==> src/rtl/vga_timing_pkg.sv <==
// 640x480@60 timing constants, sync polarity and the small types shared by
// the sync generator and the frame reader.
package vga_timing_pkg;

  localparam int H_VISIBLE = 640;
  localparam int H_FRONT   = 16;
  localparam int H_SYNC    = 96;
  localparam int H_BACK    = 48;
  localparam int H_TOTAL   = H_VISIBLE + H_FRONT + H_SYNC + H_BACK;

  localparam int V_VISIBLE = 480;
  localparam int V_FRONT   = 10;
  localparam int V_SYNC    = 2;
  localparam int V_BACK    = 33;
  localparam int V_TOTAL   = V_VISIBLE + V_FRONT + V_SYNC + V_BACK;

  // Both syncs are active-low in this mode.
  localparam logic SYNC_ACTIVE = 1'b0;

  localparam int CNT_W = 10;
  typedef logic [CNT_W-1:0] cnt_t;

  typedef struct packed {
    logic hsync;
    logic vsync;
    logic de;
    logic fstart;
  } vid_ctl_t;

  localparam vid_ctl_t VID_CTL_IDLE = '{
    hsync:  ~SYNC_ACTIVE,
    vsync:  ~SYNC_ACTIVE,
    de:     1'b0,
    fstart: 1'b0
  };

  // True when c lies in [lo, lo+len).
  function automatic logic in_window(cnt_t c, int lo, int len);
    return (int'(c) >= lo) && (int'(c) < lo + len);
  endfunction

endpackage

==> src/rtl/vga_frame_reader_if.sv <==
// Frame-buffer read port and video pins of the frame reader, bundled.
interface vga_frame_reader_if #(
  parameter int AW = 17,
  parameter int DW = 16
);
  // Read request: while regread is high the buffer samples addr_out on the
  // rising edge and returns data_in one clk later; there is no backpressure.
  logic [AW-1:0] addr_out;
  logic          regread;
  logic [DW-1:0] data_in;
  logic          hsync;
  logic          vsync;
  logic          de;
  logic [DW-1:0] rgb;
  logic          frame_start;

  modport master (
    output addr_out,
    output regread,
    input  data_in,
    output hsync,
    output vsync,
    output de,
    output rgb,
    output frame_start
  );

  modport slave (
    input  addr_out,
    input  regread,
    output data_in,
    input  hsync,
    input  vsync,
    input  de,
    input  rgb,
    input  frame_start
  );
endinterface

==> src/rtl/vga_sync_gen.sv <==
// Horizontal/vertical raster counters with raw (undelayed) sync and active
// decode; the counters double as the debug view of raster position.
module vga_sync_gen
  import vga_timing_pkg::*;
#(
  parameter int H_VIS = H_VISIBLE,
  parameter int H_FP  = H_FRONT,
  parameter int H_SW  = H_SYNC,
  parameter int H_BP  = H_BACK,
  parameter int V_VIS = V_VISIBLE,
  parameter int V_FP  = V_FRONT,
  parameter int V_SW  = V_SYNC,
  parameter int V_BP  = V_BACK
) (
  input  logic clk,
  input  logic rst,
  output cnt_t h_cnt_o,
  output cnt_t v_cnt_o,
  output logic hsync_o,
  output logic vsync_o,
  output logic active_o,
  output logic line_end_o,
  output logic frame_end_o
);

  localparam int H_TOT = H_VIS + H_FP + H_SW + H_BP;
  localparam int V_TOT = V_VIS + V_FP + V_SW + V_BP;

  cnt_t h_q, h_d;
  cnt_t v_q, v_d;
  logic line_end;
  logic frame_end;

  always_comb begin
    line_end  = (h_q == cnt_t'(H_TOT - 1));
    frame_end = line_end && (v_q == cnt_t'(V_TOT - 1));
    h_d       = line_end ? '0 : h_q + cnt_t'(1);
    v_d       = v_q;
    if (frame_end) begin
      v_d = '0;
    end else if (line_end) begin
      v_d = v_q + cnt_t'(1);
    end
  end

  always_ff @(posedge clk) begin
    if (rst) begin
      h_q <= '0;
      v_q <= '0;
    end else begin
      h_q <= h_d;
      v_q <= v_d;
    end
  end

  always_comb begin
    hsync_o  = in_window(h_q, H_VIS + H_FP, H_SW) ? SYNC_ACTIVE : ~SYNC_ACTIVE;
    vsync_o  = in_window(v_q, V_VIS + V_FP, V_SW) ? SYNC_ACTIVE : ~SYNC_ACTIVE;
    active_o = (h_q < cnt_t'(H_VIS)) && (v_q < cnt_t'(V_VIS));
  end

  assign h_cnt_o     = h_q;
  assign v_cnt_o     = v_q;
  assign line_end_o  = line_end;
  assign frame_end_o = frame_end;

endmodule

==> src/rtl/vga_frame_reader.sv <==
// Scans a stored image at 2x scale out of a frame buffer and drives the VGA
// pins through a 3-stage pipeline: counters -> address -> buffer -> rgb.
module vga_frame_reader
  import vga_timing_pkg::*;
#(
  parameter int AW    = 17,
  parameter int DW    = 16,
  parameter int IMG_W = 320,
  parameter int IMG_H = 240,
  parameter int H_VIS = H_VISIBLE,
  parameter int H_FP  = H_FRONT,
  parameter int H_SW  = H_SYNC,
  parameter int H_BP  = H_BACK,
  parameter int V_VIS = V_VISIBLE,
  parameter int V_FP  = V_FRONT,
  parameter int V_SW  = V_SYNC,
  parameter int V_BP  = V_BACK
) (
  input logic              clk,
  input logic              rst,
  vga_frame_reader_if.master bus
);

  localparam int PIPE = 3;

  cnt_t h_cnt;
  cnt_t v_cnt;
  logic hsync_raw;
  logic vsync_raw;
  logic active;
  logic line_end;
  logic frame_end;

  vga_sync_gen #(
    .H_VIS (H_VIS),
    .H_FP  (H_FP),
    .H_SW  (H_SW),
    .H_BP  (H_BP),
    .V_VIS (V_VIS),
    .V_FP  (V_FP),
    .V_SW  (V_SW),
    .V_BP  (V_BP)
  ) u_sync (
    .clk         (clk),
    .rst         (rst),
    .h_cnt_o     (h_cnt),
    .v_cnt_o     (v_cnt),
    .hsync_o     (hsync_raw),
    .vsync_o     (vsync_raw),
    .active_o    (active),
    .line_end_o  (line_end),
    .frame_end_o (frame_end)
  );

  logic [AW-1:0] row_base_q, row_base_d;
  logic [AW-1:0] addr_q, addr_d;
  logic          regread_q, regread_d;
  logic [DW-1:0] rgb_q, rgb_d;
  vid_ctl_t      ctl_q [PIPE];
  vid_ctl_t      ctl_d [PIPE];
  logic          odd_img_line;

  // row_base steps by one image row after every second displayed line, so the
  // address is an add, never a multiply.
  always_comb begin
    odd_img_line = v_cnt[0] && (v_cnt < cnt_t'(2 * IMG_H));
    row_base_d   = row_base_q;
    if (frame_end) begin
      row_base_d = '0;
    end else if (line_end && odd_img_line) begin
      row_base_d = row_base_q + AW'(IMG_W);
    end
  end

  always_comb begin
    regread_d = active;
    addr_d    = addr_q;
    if (active) begin
      addr_d = row_base_q + AW'(h_cnt >> 1);
    end
  end

  // ctl_q[1].de is the active flag lined up with data_in from the buffer.
  always_comb begin
    ctl_d[0] = '{
      hsync:  hsync_raw,
      vsync:  vsync_raw,
      de:     active,
      fstart: (h_cnt == '0) && (v_cnt == '0)
    };
    for (int i = 1; i < PIPE; i++) begin
      ctl_d[i] = ctl_q[i-1];
    end
    rgb_d = ctl_q[1].de ? bus.data_in : '0;
  end

  always_ff @(posedge clk) begin
    if (rst) begin
      row_base_q <= '0;
      addr_q     <= '0;
      regread_q  <= 1'b0;
      rgb_q      <= '0;
      for (int i = 0; i < PIPE; i++) begin
        ctl_q[i] <= VID_CTL_IDLE;
      end
    end else begin
      row_base_q <= row_base_d;
      addr_q     <= addr_d;
      regread_q  <= regread_d;
      rgb_q      <= rgb_d;
      for (int i = 0; i < PIPE; i++) begin
        ctl_q[i] <= ctl_d[i];
      end
    end
  end

  assign bus.addr_out    = addr_q;
  assign bus.regread     = regread_q;
  assign bus.rgb         = rgb_q;
  assign bus.hsync       = ctl_q[PIPE-1].hsync;
  assign bus.vsync       = ctl_q[PIPE-1].vsync;
  assign bus.de          = ctl_q[PIPE-1].de;
  assign bus.frame_start = ctl_q[PIPE-1].fstart;

endmodule

==> src/flat_wrapper.sv <==
// flat-port wrapper written by rule: the top's interface ports become plain ports
module vga_frame_reader_flat import vga_timing_pkg::*;
#(
  parameter int AW    = 17,
  parameter int DW    = 16,
  parameter int IMG_W = 320,
  parameter int IMG_H = 240,
  parameter int H_VIS = H_VISIBLE,
  parameter int H_FP  = H_FRONT,
  parameter int H_SW  = H_SYNC,
  parameter int H_BP  = H_BACK,
  parameter int V_VIS = V_VISIBLE,
  parameter int V_FP  = V_FRONT,
  parameter int V_SW  = V_SYNC,
  parameter int V_BP  = V_BACK
)
  (clk, rst, bus_addr_out, bus_regread, bus_data_in, bus_hsync, bus_vsync, bus_de, bus_rgb, bus_frame_start);
  vga_frame_reader_if #(.AW(AW), .DW(DW)) bus_i ();
  input logic clk;
  input logic rst;
  output wire logic [$bits(bus_i.addr_out)-1:0] bus_addr_out;
  output wire logic [$bits(bus_i.regread)-1:0] bus_regread;
  input wire logic [$bits(bus_i.data_in)-1:0] bus_data_in;
  output wire logic [$bits(bus_i.hsync)-1:0] bus_hsync;
  output wire logic [$bits(bus_i.vsync)-1:0] bus_vsync;
  output wire logic [$bits(bus_i.de)-1:0] bus_de;
  output wire logic [$bits(bus_i.rgb)-1:0] bus_rgb;
  output wire logic [$bits(bus_i.frame_start)-1:0] bus_frame_start;
  assign bus_addr_out = bus_i.addr_out;
  assign bus_regread = bus_i.regread;
  assign bus_i.data_in = bus_data_in;
  assign bus_hsync = bus_i.hsync;
  assign bus_vsync = bus_i.vsync;
  assign bus_de = bus_i.de;
  assign bus_rgb = bus_i.rgb;
  assign bus_frame_start = bus_i.frame_start;
  vga_frame_reader #(.AW(AW), .DW(DW), .IMG_W(IMG_W), .IMG_H(IMG_H), .H_VIS(H_VIS), .H_FP(H_FP), .H_SW(H_SW), .H_BP(H_BP), .V_VIS(V_VIS), .V_FP(V_FP), .V_SW(V_SW), .V_BP(V_BP)) u_core (.clk(clk), .rst(rst), .bus(bus_i));
endmodule
==> config.mk <==
export PLATFORM = sky130hd
export DESIGN_NAME = vga_frame_reader_flat
export DESIGN_NICKNAME = d
export VERILOG_FILES = /design/src/rtl/vga_timing_pkg.sv /design/src/rtl/vga_frame_reader_if.sv /design/src/rtl/vga_sync_gen.sv /design/src/rtl/vga_frame_reader.sv /design/src/flat_wrapper.sv
export SDC_FILE = /design/constraint.sdc
export NUM_CORES = 1
export LEC_CHECK = 0
export BUFFER_PORTS_ARGS = -buffer_cell sky130_fd_sc_hd__buf_2
export CORE_ASPECT_RATIO = 0.7
export CORE_MARGIN = 1
export CORE_UTILIZATION = 59
export CTS_CLUSTER_SIZE = 20
export DETAILED_ROUTE_END_ITERATION = 7
export GPL_TIMING_DRIVEN = 1
export PLACE_DENSITY = 0.83
export SETUP_SLACK_MARGIN = 0.5
export SYNTH_ARGS = -nofsm -noshare
export SYNTH_HDL_FRONTEND = slang
export SYNTH_HIERARCHICAL = 1
export SYNTH_SLANG_ARGS = --single-unit
export TNS_END_PERCENT = 30
==> constraint.sdc <==
create_clock -name clk -period 4.55 [get_ports clk]
set_clock_uncertainty 0.1 [all_clocks]
set_input_delay 0.455 -clock clk [delete_from_list [all_inputs] [get_ports clk]]
set_output_delay 0.455 -clock clk [all_outputs]
set_load 0.01 [all_outputs]
==> metrics.md, run 1 <==
| Metric | Value |
|---|---|
| Status | `complete, no violations` |
| Largest net degree at the start of global routing | `39` |
| Total Wirelength | `6.74 mm` |
| DR WL/cell | `14.5 µm` |
| HPWL Detailed | `4.54 mm` |
| # rows | `22` |
| Syn Inst Count | `337` |
| GR Util met3 | `6.79%` |
| Die Ht | `63.7 µm` |
| WS Path Type | `flip-flop to flip-flop` |
| Die Area | `5750 µm²` |
| Clock net sink count | `76` |
| Layout area overhead | `15.3%` |
| # Max-Cap Violations | `0` |
| Slew Limit Fails | `0` |
| Total track usage | `25.6%` |
| ANT cells | `0` |
| Post-Synth Simple-Gate Area | `27.0%` |
| HP Class | `input pin to flip-flop` |
| CTS Buf Count | `9` |
| Final Power | `0.00124 W` |
| Fill cell count | `386` |
| Complex-gate fraction of the synthesized area | `9.04%` |
| Drc violations | `0` |
| FMAX | `362 MHz` |
| Async set-reset flop share out of synthesis | `0%` |
| Met2 usage | `39.9%` |
| Core ar. | `5230 µm²` |
| Busiest grt layer | `met2` |
| CTS tree | `built` |
| Antenna violations before repair | `0` |
| H-tree depth | `3` |
| Worst-path maximum fanout | `9` |
| Number of port buffers | `55` |
| Utilization after layout | `70.8%` |
| Worst skew pair latency | `350 ps` |
| Slew @ Worst Pin | `842 ps` |
| Final Non-Filler Cells | `466` |
| Number of global-route vias before repair | `2409` |
| Placed Cells | `450` |
| Pleak | `1.58 nW` |
| Setup Buffers After CTS | `0` |
| Hold Vio Cnt, Final | `0` |
| RSZ-0062 raised after global routing | `no` |
| CP required | `4750 ps` |
| Share of the synthesized area in the top cell type | `47.4%` |
| Vias | `2586` |
| Synth Cell Area | `3210 µm²` |
| Most frequent cells in the layout | `dfxtp_1, buf_2, nor2_1` |
| Crit path launch type | `flip-flop` |
| PostCTS Resize Cnt | `0` |
| Routability Congestion | `0.821` |
| Nets | `417` |
| First-pass GRT wire length | `11.4 mm` |
| Initial DRC Count | `129` |
| Headroom to the max-slew limit | `43.8%` |
| Final Hold Slack | `200 ps` |
| Adder-Cell Fraction of Synth Area | `4.13%` |
| Yosys warnings | `6` |
| First drt pass iteration count | `4` |
| Power Density | `336 nW/µm²` |
| Unique cell type count in the Yosys netlist | `52` |
| Post-route minimum period | `2760 ps` |
| Final setup viols | `0` |
| Critical Path Sink Type | `flip-flop` |
| Number of synthesized flops with an enable pin | `0` |
| Buffer depth of the longest clock path | `2` |
| Final setup TNS | `0 ps` |
| Fraction of layout cells with a size suffix above 1 | `23.4%` |
| Mapped Nets | `365` |
| Clock transition at path regs | `80 ps` |
| Largest family of logic cells by synthesized area | `simple AND/OR/NAND/NOR gates` |
| Initial Util | `61.4%` |
| Multiplexer area fraction after synthesis | `2.49%` |
| ANT nets after route | `0` |
| Vias per Instance | `5.55` |
| Top cells by area, synth | `dfxtp_1, nor2_1, xnor2_1` |
| Grt ovf | `0` |
| Clock Root Buffer | `clkbuf_8` |
| Die width | `90.2 µm` |
| Hold bufs inserted after CTS | `0` |
| Seq/Total Area, Yosys | `47.4%` |
| Num ports | `56` |
| Met1 usage | `33.4%` |
| Final worst-path cycle share | `60.7%` |
| Syn Area/Cell | `9.53 µm²` |
| Most common cell after layout, fill and taps aside | `dfxtp_1` |
| Area leader, netlist | `dfxtp_1` |
| Synth Register Bits | `76` |
| Ys flop type | `dfxtp_1` |
| CP Data Arrival Time | `2960 ps` |
| Synth Area in XOR/XNOR | `6.00%` |
| Maximum VDD drop | `0.000171 V` |
metal layers:
| metal | wire length, µm | part of all wire [%] |
|---|---|---|
| met3 | 486 | 7.2 |
| met2 | 3030 | 45 |
| met5 | 0 | 0 |
| met4 | 95 | 1.4 |
| met1 | 3140 | 47 |
metrics by stage:
step	instance area (µm²)	worst slack, ps
floorplan	3210	1980
global placement	3490	1890
detailed placement	3490	1830
CTS	3700	1800
global route	3700	1630
finish	3700	1790
path summary, 6_finish.rpt:
kind / startpoint / end / slack [ps] / cells after the start
max: u_core/u_sync/h_cnt_o[1] / u_core/row_base_q[13] / 1790 / 8
min: bus_data_in[13] / u_core/bus.rgb[13] / 200 / 2
min reg2reg: u_core/ctl_q[0][2] / u_core/ctl_q[0][6] / 320 / 1
max reg2reg: u_core/u_sync/h_cnt_o[1] / u_core/row_base_q[13] / 1790 / 8
logic make-up (layout without fill, tap and decap cells):
family	Yosys count	count (layout)
AOI/OAI and AO/OA	46	46
and+or+nand+nor	151	151
muxes	8	8
DFF	76	76
adders and majority gates	10	10
buffers and inverters	24	81
xor gates and xnor gates	22	22
synthesized netlist by cell type, types with 2 or more instances:
cell,instances
dfxtp_1,76
nor2_1,41
and2_1,17
nand2_1,15
xnor2_1,15
a21oi_1,13
o21ai_0,13
nor3_1,10
ha_1,9
inv_1,9
or3_1,9
mux2i_1,8
nand3_1,8
a211oi_1,7
nor4_1,7
or2_2,7
xor2_1,7
nor2b_1,6
clkbuf_1,5
nand4_1,5
nor4b_1,4
o211ai_1,4
buf_1,3
buf_6,3
or4_1,3
or4_4,3
a311oi_1,2
and3_1,2
buf_2,2
nor3b_1,2
power breakdown:
| group | internal, W | leakage, nW | switching (W) | total, W |
|---|---|---|---|---|
| sequential | 0.000675 | 0.616 | 0.00000562 | 0.000680 |
| clock | 0.000272 | 0.0991 | 0.000254 | 0.000525 |
| combinational | 0.0000169 | 0.865 | 0.0000221 | 0.0000390 |
| total | 0.000963 | 1.58 | 0.000281 | 0.00124 |
flip-flops by register name (all words and copies together) (netlist names):
name	cells
u_core/u_sync/v_cnt_o	10
u_core/bus.rgb	16
u_core/bus.addr_out	17
u_core/u_sync/h_cnt_o	10
u_core/ctl_q	12
u_core/row_base_q	11
worst max-delay path, stage by stage (launching register included):
cell and delay, ps:
dfxtp_1 410, ha_1 260, nand3_4 140, or4_1 520
inv_1 120, nand3b_4 130, or4_4 540, or4_1 400
nand2_1 80
cell type report:
type | instances | area [µm²] | area share (%)
Clock buffer | 10 | 138 | 3.72
Clock inverter | 6 | 71.3 | 1.93
Inverter | 9 | 33.8 | 0.912
Multi-Input combinational cell | 237 | 1570 | 42.3
Sequential cell | 76 | 1520 | 41.1
Tap cell | 72 | 90.1 | 2.43
Timing Repair Buffer | 56 | 283 | 7.64
No activity file was read; power rests on OpenSTA's default activity.
==> inputs of run 2 (changes only) <==
CORE_UTILIZATION = 55   (was 59)
PLACE_DENSITY = 0.79   (was 0.83)
clock period = 2.7 ns   (was 4.55 ns; I/O delays follow)
==> run 2 against run 1 <==
  * Global-route usage fell by 2.0 points
  * Highest routed layer unchanged
  * Total power increased by 70%
  * Critical endpoint unchanged
  * Critical path type unchanged
  * Register-to-register slack worse by 1500 ps
  * Worst setup slack got worse by 1500 ps
  * Combinational power is 100% higher
  * Routed wire length rose by 0.33%
  * Via count rose by 0.58%
  * Core utilization increased by 0.44 points
  * Fmax grew 12%
  * Sequential share of layout area is 1.5 points lower
==> metrics.md, run 2 (synthesis results as in run 1) <==
| Metric | Value |
|---|---|
| Initial Util | `59.2%` |
| Fill cell count | `420` |
| RSZ-0062 raised after global routing | `yes` |
| Critical Path Sink Type | `flip-flop` |
| WS Path Type | `flip-flop to flip-flop` |
| Max Used Layer | `met4` |
| Number of global-route vias before repair | `2302` |
| CP required | `2900 ps` |
| Die width | `93.3 µm` |
| H-tree depth | `3` |
| First-pass GRT wire length | `11.2 mm` |
| Max reg flops | `17` |
| Nets | `432` |
| Status | `complete, no violations` |
| First drt pass iteration count | `4` |
| Routability Congestion | `0.811` |
| Hold Vio Cnt, Final | `0` |
| Grt ovf | `0` |
| R2r startpoint | `u_core/u_sync/h_cnt_o[0]` |
| Initial DRC Count | `136` |
| Core ar. | `5420 µm²` |
| Vias per Instance | `5.41` |
| Pleak | `1.65 nW` |
| Reg2Reg Depth | `8` |
| P_int | `0.00162 W` |
| HP Class | `input pin to flip-flop` |
| Met2 routed WL | `2.88 mm` |
| Clock transition at path regs | `80 ps` |
| Sw Pwr | `0.000505 W` |
| Fraction of layout cells with a size suffix above 1 | `27.6%` |
| Final worst-path cycle share | `91.1%` |
| CP max stage cell | `or4_4` |
| CP dominant cell by count | `or4_4` |
| Met1 WL | `3.26 mm` |
| CP Data Arrival Time | `2660 ps` |
| DR WL/cell | `14.1 µm` |
| Power Density | `549 nW/µm²` |
| Maximum VDD drop | `0.000340 V` |
| Vias | `2601` |
| Hold path startpoint | `bus_data_in[8]` |
| Final Power | `0.00212 W` |
| Die Area | `6150 µm²` |
| Utilization after layout | `71.3%` |
| Headroom to the max-slew limit | `48.2%` |
| Drc violations | `0` |
| Layout area overhead | `20.3%` |
| HPWL Detailed | `4.58 mm` |
| Hold Crit Depth | `2` |
| R2R setup slack | `240 ps` |
| Worst-path maximum fanout | `4` |
| ANT nets after route | `0` |
| # Max-Cap Violations | `0` |
| Number of port buffers | `55` |
| Antenna violations before repair | `0` |
| Worst hold endpoint | `u_core/bus.rgb[8]` |
| Worst R2R End | `u_core/row_base_q[13]` |
| Switch share | `23.8%` |
| Slew Limit Fails | `0` |
| Final setup viols | `0` |
| Clock net sink count | `76` |
| Clock network power share | `42.3%` |
| Total track usage | `23.6%` |
| Worst path cell trace | `ha_4, nand3_4, or4_4, inv_2, nand3b_4, or4_4, or4_4, nand2_2` |
| Largest net degree at the start of global routing | `39` |
| ANT cells | `0` |
| Total Wirelength | `6.77 mm` |
| Num ports | `56` |
| Slew @ Worst Pin | `775 ps` |
| Die Ht | `65.9 µm` |
| Post-route minimum period | `2460 ps` |
| CTS tree | `built` |
| CTS Buf Count | `9` |
| Crit path largest cell delay | `530 ps` |
| Final setup TNS | `0 ps` |
| FMAX | `407 MHz` |
| Flop pwr share | `54.0%` |
| Worst skew pair latency | `350 ps` |
| Most frequent cells in the layout | `dfxtp_1, buf_2, nor2_1` |
| Met3 Wirelength | `531 µm` |
| Crit path launch type | `flip-flop` |
| Comb pwr share | `3.7%` |
| Clock Root Buffer | `clkbuf_8` |
| Final Hold Slack | `14.8 ps` |
| Most common cell after layout, fill and taps aside | `dfxtp_1` |
| # rows | `22` |
| Buffer depth of the longest clock path | `2` |
==> run 2: stage by stage <==
step	cells	area, µm²	worst slack (ps)
2_1_floorplan	337	3230	267
3_3_place_gp	454	3550	201
3_5_place_dp	454	3550	127
4_1_cts	477	3820	209
5_1_grt	481	3860	156
6_report	481	3860	240
==> run 2: power by group through the flow <==
stage / logic (W) / registers (W) / clock network, W
floorplan: 0.0000320 / 0.00118 / 0
global placement: 0.0000670 / 0.00117 / 0
detailed placement: 0.0000672 / 0.00117 / 0
CTS: 0.0000780 / 0.00115 / 0.000919
global route: 0.0000884 / 0.00115 / 0.000973
finish: 0.0000791 / 0.00115 / 0.000896
==> run 2: worst max-delay path, delay by kind of cell, from the launching register on <==
| kind | cells | cell delay [ps] |
|---|---|---|
| AND/OR/NAND/NOR | 6 | 1710 |
| flip-flops | 1 | 370 |
| adder cells (fa/ha/maj) | 1 | 150 |
| buffers and inverters | 1 | 80 |
==> run 2: worst max-delay path by stage <==
| stage | start | endpoint | slack (ps) | cells past startpoint |
|---|---|---|---|---|
| floorplan | u_core/u_sync/h_cnt_o[0] | u_core/row_base_q[13] | 270 | 8 |
| global placement | u_core/u_sync/h_cnt_o[0] | u_core/row_base_q[13] | 200 | 8 |
| detailed placement | u_core/u_sync/h_cnt_o[0] | u_core/row_base_q[15] | 130 | 8 |
| CTS | u_core/u_sync/h_cnt_o[1] | u_core/row_base_q[15] | 210 | 8 |
| global route | u_core/u_sync/h_cnt_o[7] | u_core/row_base_q[13] | 160 | 7 |
| finish | u_core/u_sync/h_cnt_o[0] | u_core/row_base_q[13] | 240 | 8 |
==> run 2: area by class of cell <==
class	instances	area, µm²	area share, %
inverter	9	33.8	0.874
clock buffer	9	124	3.21
tap	72	90.1	2.33
timing repair buffer	71	405	10.5
sequential	76	1530	39.6
clock inverter	7	82.6	2.14
multi-input combinational	237	1600	41.4
==> run 2: timing repair <==
item,4_1_cts,5_1_grt
setup buffers,4,3
hold buffers,3,1
gates resized for setup,2,4
pin swaps,1,3
endpoints found under the hold margin,3,1
endpoints found under the setup margin,6,13
==> run 2: routing by layer <==
metal  track usage (%)  vias up
met1              32.4     1200
met2              34.7       85
li1                  -     1306
met5                 0        -
met3              7.59       10
met4              8.27        0
